===== src/rtl/uart_rx_ctrl.sv =====
// UART receive frame controller: sequences start/data/parity/stop bits at the
// latched oversampling ratio and drives sampler, checker and deserializer enables.
module uart_rx_ctrl (
    input  logic       CLK,
    input  logic       RST,
    input  logic       RX_IN,
    input  logic       PAR_EN,
    input  logic [5:0] Prescale,
    input  logic       strt_glitch,
    input  logic       par_err,
    input  logic       stp_err,
    output logic [4:0] edge_cnt,
    output logic [3:0] bit_cnt,
    output logic       dat_samp_en,
    output logic       strt_chk_en,
    output logic       par_chk_en,
    output logic       stp_chk_en,
    output logic       deser_en,
    output logic       data_valid,
    output logic       frame_err
);

    typedef enum logic [2:0] {
        IDLE,
        START,
        DATA,
        PARITY,
        STOP,
        DONE
    } state_t;

    state_t     state;
    logic [5:0] prescale_q;
    logic       err_q;
    logic       bit_end;
    logic       pre_bit_end;

    assign bit_end     = ({1'b0, edge_cnt} == (prescale_q - 6'd1));
    assign pre_bit_end = ({1'b0, edge_cnt} == (prescale_q - 6'd2));

    // Enables are registered alongside the state, so they follow the state being entered.
    function automatic logic [3:0] enables_for(input state_t s);
        case (s)
            START:   enables_for = 4'b1001;
            DATA:    enables_for = 4'b0001;
            PARITY:  enables_for = 4'b0101;
            STOP:    enables_for = 4'b0011;
            default: enables_for = 4'b0000;
        endcase
    endfunction

    always_ff @(posedge CLK or posedge RST) begin
        if (RST) begin
            state      <= IDLE;
            edge_cnt   <= '0;
            bit_cnt    <= '0;
            prescale_q <= '0;
            err_q      <= 1'b0;
            {strt_chk_en, par_chk_en, stp_chk_en, dat_samp_en} <= '0;
            deser_en   <= 1'b0;
            data_valid <= 1'b0;
            frame_err  <= 1'b0;
        end else begin
            deser_en   <= 1'b0;
            data_valid <= 1'b0;
            frame_err  <= 1'b0;
            case (state)
                IDLE, DONE: begin
                    edge_cnt <= '0;
                    bit_cnt  <= '0;
                    if (!RX_IN) begin
                        state      <= START;
                        prescale_q <= Prescale;
                        err_q      <= 1'b0;
                        {strt_chk_en, par_chk_en, stp_chk_en, dat_samp_en} <= enables_for(START);
                    end else begin
                        state <= IDLE;
                        {strt_chk_en, par_chk_en, stp_chk_en, dat_samp_en} <= enables_for(IDLE);
                    end
                end
                START: begin
                    if (bit_end) begin
                        edge_cnt <= '0;
                        if (strt_glitch) begin
                            state   <= IDLE;
                            bit_cnt <= '0;
                            {strt_chk_en, par_chk_en, stp_chk_en, dat_samp_en} <= enables_for(IDLE);
                        end else begin
                            state   <= DATA;
                            bit_cnt <= bit_cnt + 4'd1;
                            {strt_chk_en, par_chk_en, stp_chk_en, dat_samp_en} <= enables_for(DATA);
                        end
                    end else begin
                        edge_cnt <= edge_cnt + 5'd1;
                    end
                end
                DATA: begin
                    if (bit_end) begin
                        edge_cnt <= '0;
                        bit_cnt  <= bit_cnt + 4'd1;
                        if (bit_cnt == 4'd8) begin
                            state <= PAR_EN ? PARITY : STOP;
                            {strt_chk_en, par_chk_en, stp_chk_en, dat_samp_en} <=
                                enables_for(PAR_EN ? PARITY : STOP);
                        end
                    end else begin
                        edge_cnt <= edge_cnt + 5'd1;
                        // Raised one cycle early so the pulse lands on the last oversample.
                        deser_en <= pre_bit_end;
                    end
                end
                PARITY: begin
                    if (bit_end) begin
                        edge_cnt <= '0;
                        bit_cnt  <= bit_cnt + 4'd1;
                        err_q    <= err_q | par_err;
                        state    <= STOP;
                        {strt_chk_en, par_chk_en, stp_chk_en, dat_samp_en} <= enables_for(STOP);
                    end else begin
                        edge_cnt <= edge_cnt + 5'd1;
                    end
                end
                STOP: begin
                    if (bit_end) begin
                        edge_cnt <= '0;
                        bit_cnt  <= '0;
                        {strt_chk_en, par_chk_en, stp_chk_en, dat_samp_en} <= enables_for(IDLE);
                        if (!stp_err && !err_q) begin
                            state      <= DONE;
                            data_valid <= 1'b1;
                        end else begin
                            state     <= IDLE;
                            frame_err <= 1'b1;
                        end
                    end else begin
                        edge_cnt <= edge_cnt + 5'd1;
                    end
                end
                default: begin
                    state    <= IDLE;
                    edge_cnt <= '0;
                    bit_cnt  <= '0;
                    {strt_chk_en, par_chk_en, stp_chk_en, dat_samp_en} <= '0;
                end
            endcase
        end
    end

endmodule


===== config.mk =====
export PLATFORM = sky130hd
export DESIGN_NAME = uart_rx_ctrl
export DESIGN_NICKNAME = d
export VERILOG_FILES = /design/src/rtl/uart_rx_ctrl.sv
export SDC_FILE = /design/constraint.sdc
export NUM_CORES = 1
export LEC_CHECK = 0
export CORE_MARGIN = 2
export CORE_UTILIZATION = 40
export CTS_BUF_LIST = sky130_fd_sc_hd__clkbuf_16
export CTS_CLUSTER_DIAMETER = 100
export CTS_CLUSTER_SIZE = 40
export DETAILED_ROUTE_END_ITERATION = 10
export DONT_BUFFER_PORTS = 1
export GPL_TIMING_DRIVEN = 0
export PLACE_DENSITY_LB_ADDON = 0.3
export RECOVER_POWER = 25
export SLEW_MARGIN = 40
export SYNTH_ARGS = -nofsm -noshare
export SYNTH_HDL_FRONTEND = slang
export SYNTH_SLANG_ARGS = --single-unit

===== constraint.sdc =====
create_clock -name CLK -period 2.13 [get_ports CLK]
set_input_delay 0.213 -clock CLK [delete_from_list [all_inputs] [get_ports CLK]]
set_output_delay 0.213 -clock CLK [all_outputs]
set_load 0.01 [all_outputs]

==> results.py <==
metrics = {
    "run_status": {
        "status": "finished, final reports clean",
    },
    "synthesis": {
        "ys_ff_latch": 26,
        "yosys_warnings": 0,
        "synth_edf_count": 0,
        "synthFlopType": "dfrtp_1",
        "netlist_area_um2": 1558,
        "seq_area_frac_synth": 0.4177,
        "synthCells": 161,
        "postSynth.asyncResetShare": 1.000,
        "synthDistinctLibCells": 44,
        "syn-num-nets": 180,
        "syn_avg_cell_area_um2": 9.675,
    },
    "setup_path": {
        "arrival_ns": 2.24,
        "endpoint_kind": "register",
        "worstPathRequired_ns": 2.31,
        "r2r_start": "prescale_q[1]",
        "startpoint": "prescale_q[1]",
        "ff2ff_setup_slack_ns": 0.08,
        "endpoint": "state[1]",
        "criticalPathCategory": "reg2reg",
        "cpLargestDelayFamily": "simple AND/OR/NAND/NOR gates",
        "crit_slowest_cell": "or4_1",
        "path_depth": 8,
        "start_kind": "register",
        "cp.buffers_inverters": 1,
        "critPathMaxFanout": 8,
        "ff2ff_path_depth": 8,
        "max_stage_delay_ns": 0.41,
        "rr_endpoint": "state[1]",
        "crit_chain": "inv_2, ha_2, xnor2_1, a211oi_2, and3_4, nand2_4, or4_1, a21oi_1",
    },
    "sta": {
        "drv_slew": 0,
        "fin_crit_ns": 2.054,
        "max_freq_mhz": 486.8,
        "finalSetupViolCount": 0,
        "setup_ws_ns": 0.07560,
        "slew_headroom": 0.3148,
        "fin_skew_ns": 0.002516,
        "tightest_slew_ns": 1.027,
        "period_share": 0.9645,
        "finalHoldViolCount": 0,
    },
    "global_route": {
        "grt_first_pass_wirelength_um": 5616,
        "grt_start_max_net_pins": 27,
        "antenna_found_initial": 0,
        "grt_pass1_vias": 1212,
        "grtUsageTotal": 0.1661,
        "grt_overflow_total": 0,
    },
    "die": {
        "ios": 29,
        "rows": 22,
        "chipWidth_um": 66.41,
        "die-area_um2": 4410,
        "core_area_um2": 3716,
        "die_h_um": 66.41,
        "initial_core_util": 0.4192,
    },
    "clocking": {
        "clkTransAtPathRegs_ns": 0.06,
        "cts-root-buf": "clkbuf_16",
        "cts_inserted_buffers": 3,
        "cts.sinks": 26,
        "clock_latency_ns": 0.26,
        "cts_buffer_depth": 2,
        "h-tree-depth": 1,
        "cts_tree": "built",
    },
    "placement": {
        "port_buffers": 0,
        "routabilityCongestion": 0.8484,
        "hpwl_um": 2465,
        "dp_slack_ns": -0.2635,
        "placed_cell_area_um2": 1618,
    },
    "power_and_ir_drop": {
        "p_leak_nw": 0.7548,
        "vdd_drop_max_mv": 0.4803,
        "power.density_nw_per_um2": 1575,
    },
    "route": {
        "drc": 0,
        "post_drt_via_cell_ratio": 5.583,
        "drt_first_pass_iters": 4,
        "ant_nets": 0,
        "wl_um": 3374,
        "post_drt_wl_per_cell_um": 15.62,
        "drtIter0Drc": 33,
        "num_vias": 1206,
    },
    "layout": {
        "final_nets": 189,
        "fill_cells": 359,
        "diodes": 0,
        "stdcell_area_um2": 1770,
        "drive_gt1_frac": 0.1964,
        "area_growth_pct": 13.65,
    },
    "hold_path": {
        "hold_class": "in2reg",
    },
    "flow_run": {
        "drv_cap": 0,
    },
}
Yosys cell counts (all sizes together) (5+ instances only):
cell type	instances	share of area
nand2	10	0.029
dfrtp	26	0.42
nand3	9	0.029
mux2	7	0.051
nor3	5	0.016
xor2	6	0.039
o21ai	11	0.035
inv	11	0.027
nor2	18	0.043
ha	6	0.048
xnor2	8	0.045
state kept, by name (all words and copies together) (netlist names):
name / cells
frame_err: 1
bit_cnt: 4
state: 3
par_chk_en: 1
dat_samp_en: 1
err_q: 1
stp_chk_en: 1
strt_chk_en: 1
edge_cnt: 5
prescale_q: 6
data_valid: 1
deser_en: 1
worst min path at each step:
| stage | to | cells after the start | startpoint |
|---|---|---|---|
| after CTS | data_valid | 1 | stp_err |
| after detailed placement | edge_cnt[4] | 1 | RST |
| after floorplan | bit_cnt[0] | 1 | RST |
| after global placement | data_valid | 1 | stp_err |
| final | data_valid | 1 | stp_err |
| after global routing | data_valid | 1 | stp_err |
repair_timing:
item,in CTS,in global routing
pin swaps,2,2
resized for setup,9,3
hold buffers,1,0
setup buffers,1,2
endpoints found under the setup margin,9,5
hold endpoints to repair,26,0
power breakdown:
part           internal [mW]  switching [mW]  total, mW
Sequential             0.680           0.269      0.949
Clock                  0.248           0.158      0.407
Combinational          0.655           0.779       1.43
per-layer routing:
| layer | track usage | up-vias | wire (um) | share of wire |
|---|---|---|---|---|
| met5 | 0 | - | 0 | 0 |
| met4 | 0.05867 | 0 | 43 | 0.013 |
| met3 | 0.03407 | 4 | 167 | 0.049 |
| met2 | 0.2925 | 30 | 1781 | 0.53 |
| met1 | 0.1987 | 596 | 1381 | 0.41 |
| li1 | - | 576 | - | - |
metrics by stage:
step	TNS (ns)	cells	utilization	power [mW]	hold WS, ns
floorplan	0	161	-	1.969	0.2530
global placement	-0.2056	209	0.4354	2.174	0.2938
detailed placement	-0.6567	209	0.4354	2.245	0.1865
CTS	0	214	0.4707	2.766	0.02308
global route	-0.02705	216	0.4764	3.005	0.02888
finish	0	216	0.4764	2.789	0.02717
cell type report:
type	instances	area, um2	area share
tap	48	60.06	0.03392
timing repair buffer	4	32.53	0.01837
buffer	7	42.54	0.02403
multi-input combinational	117	865.8	0.4890
clock buffer	3	75.07	0.04240
inverter	11	41.29	0.02332
sequential	26	653.1	0.3689
cells by family (layout without fill, tap and decap cells):
logic type / count (synthesis) / after routing / share of synthesized area
AOI/OAI and AO/OA: 31 / 31 / 0.1478
xor gates and xnor gates: 14 / 14 / 0.08354
buffers and inverters: 18 / 25 / 0.05381
DFF: 26 / 26 / 0.4177
and+or+nand+nor: 58 / 58 / 0.1920
muxes: 8 / 8 / 0.05702
adders and majority gates: 6 / 6 / 0.04819
placed cells by master, fill, tap and decap left out, types with 2 or more instances in the layout:
| master | n |
|---|---|
| dfrtp_1 | 24 |
| nor2_1 | 18 |
| o21ai_0 | 11 |
| inv_1 | 9 |
| xnor2_1 | 8 |
| nand2_1 | 8 |
| nand3_1 | 8 |
| mux2_2 | 6 |
| xor2_1 | 5 |
| nor3_1 | 5 |
| clkbuf_1 | 4 |
| a21oi_1 | 4 |
| ha_1 | 4 |
| nand4_1 | 3 |
| clkbuf_16 | 3 |
| buf_4 | 3 |
| or3_1 | 2 |
| buf_6 | 2 |
| a21bo_1 | 2 |
| o31ai_1 | 2 |
| or4_1 | 2 |
| inv_2 | 2 |
| nor2b_1 | 2 |
| dfrtp_2 | 2 |
No activity file was read; power rests on OpenSTA's default activity.
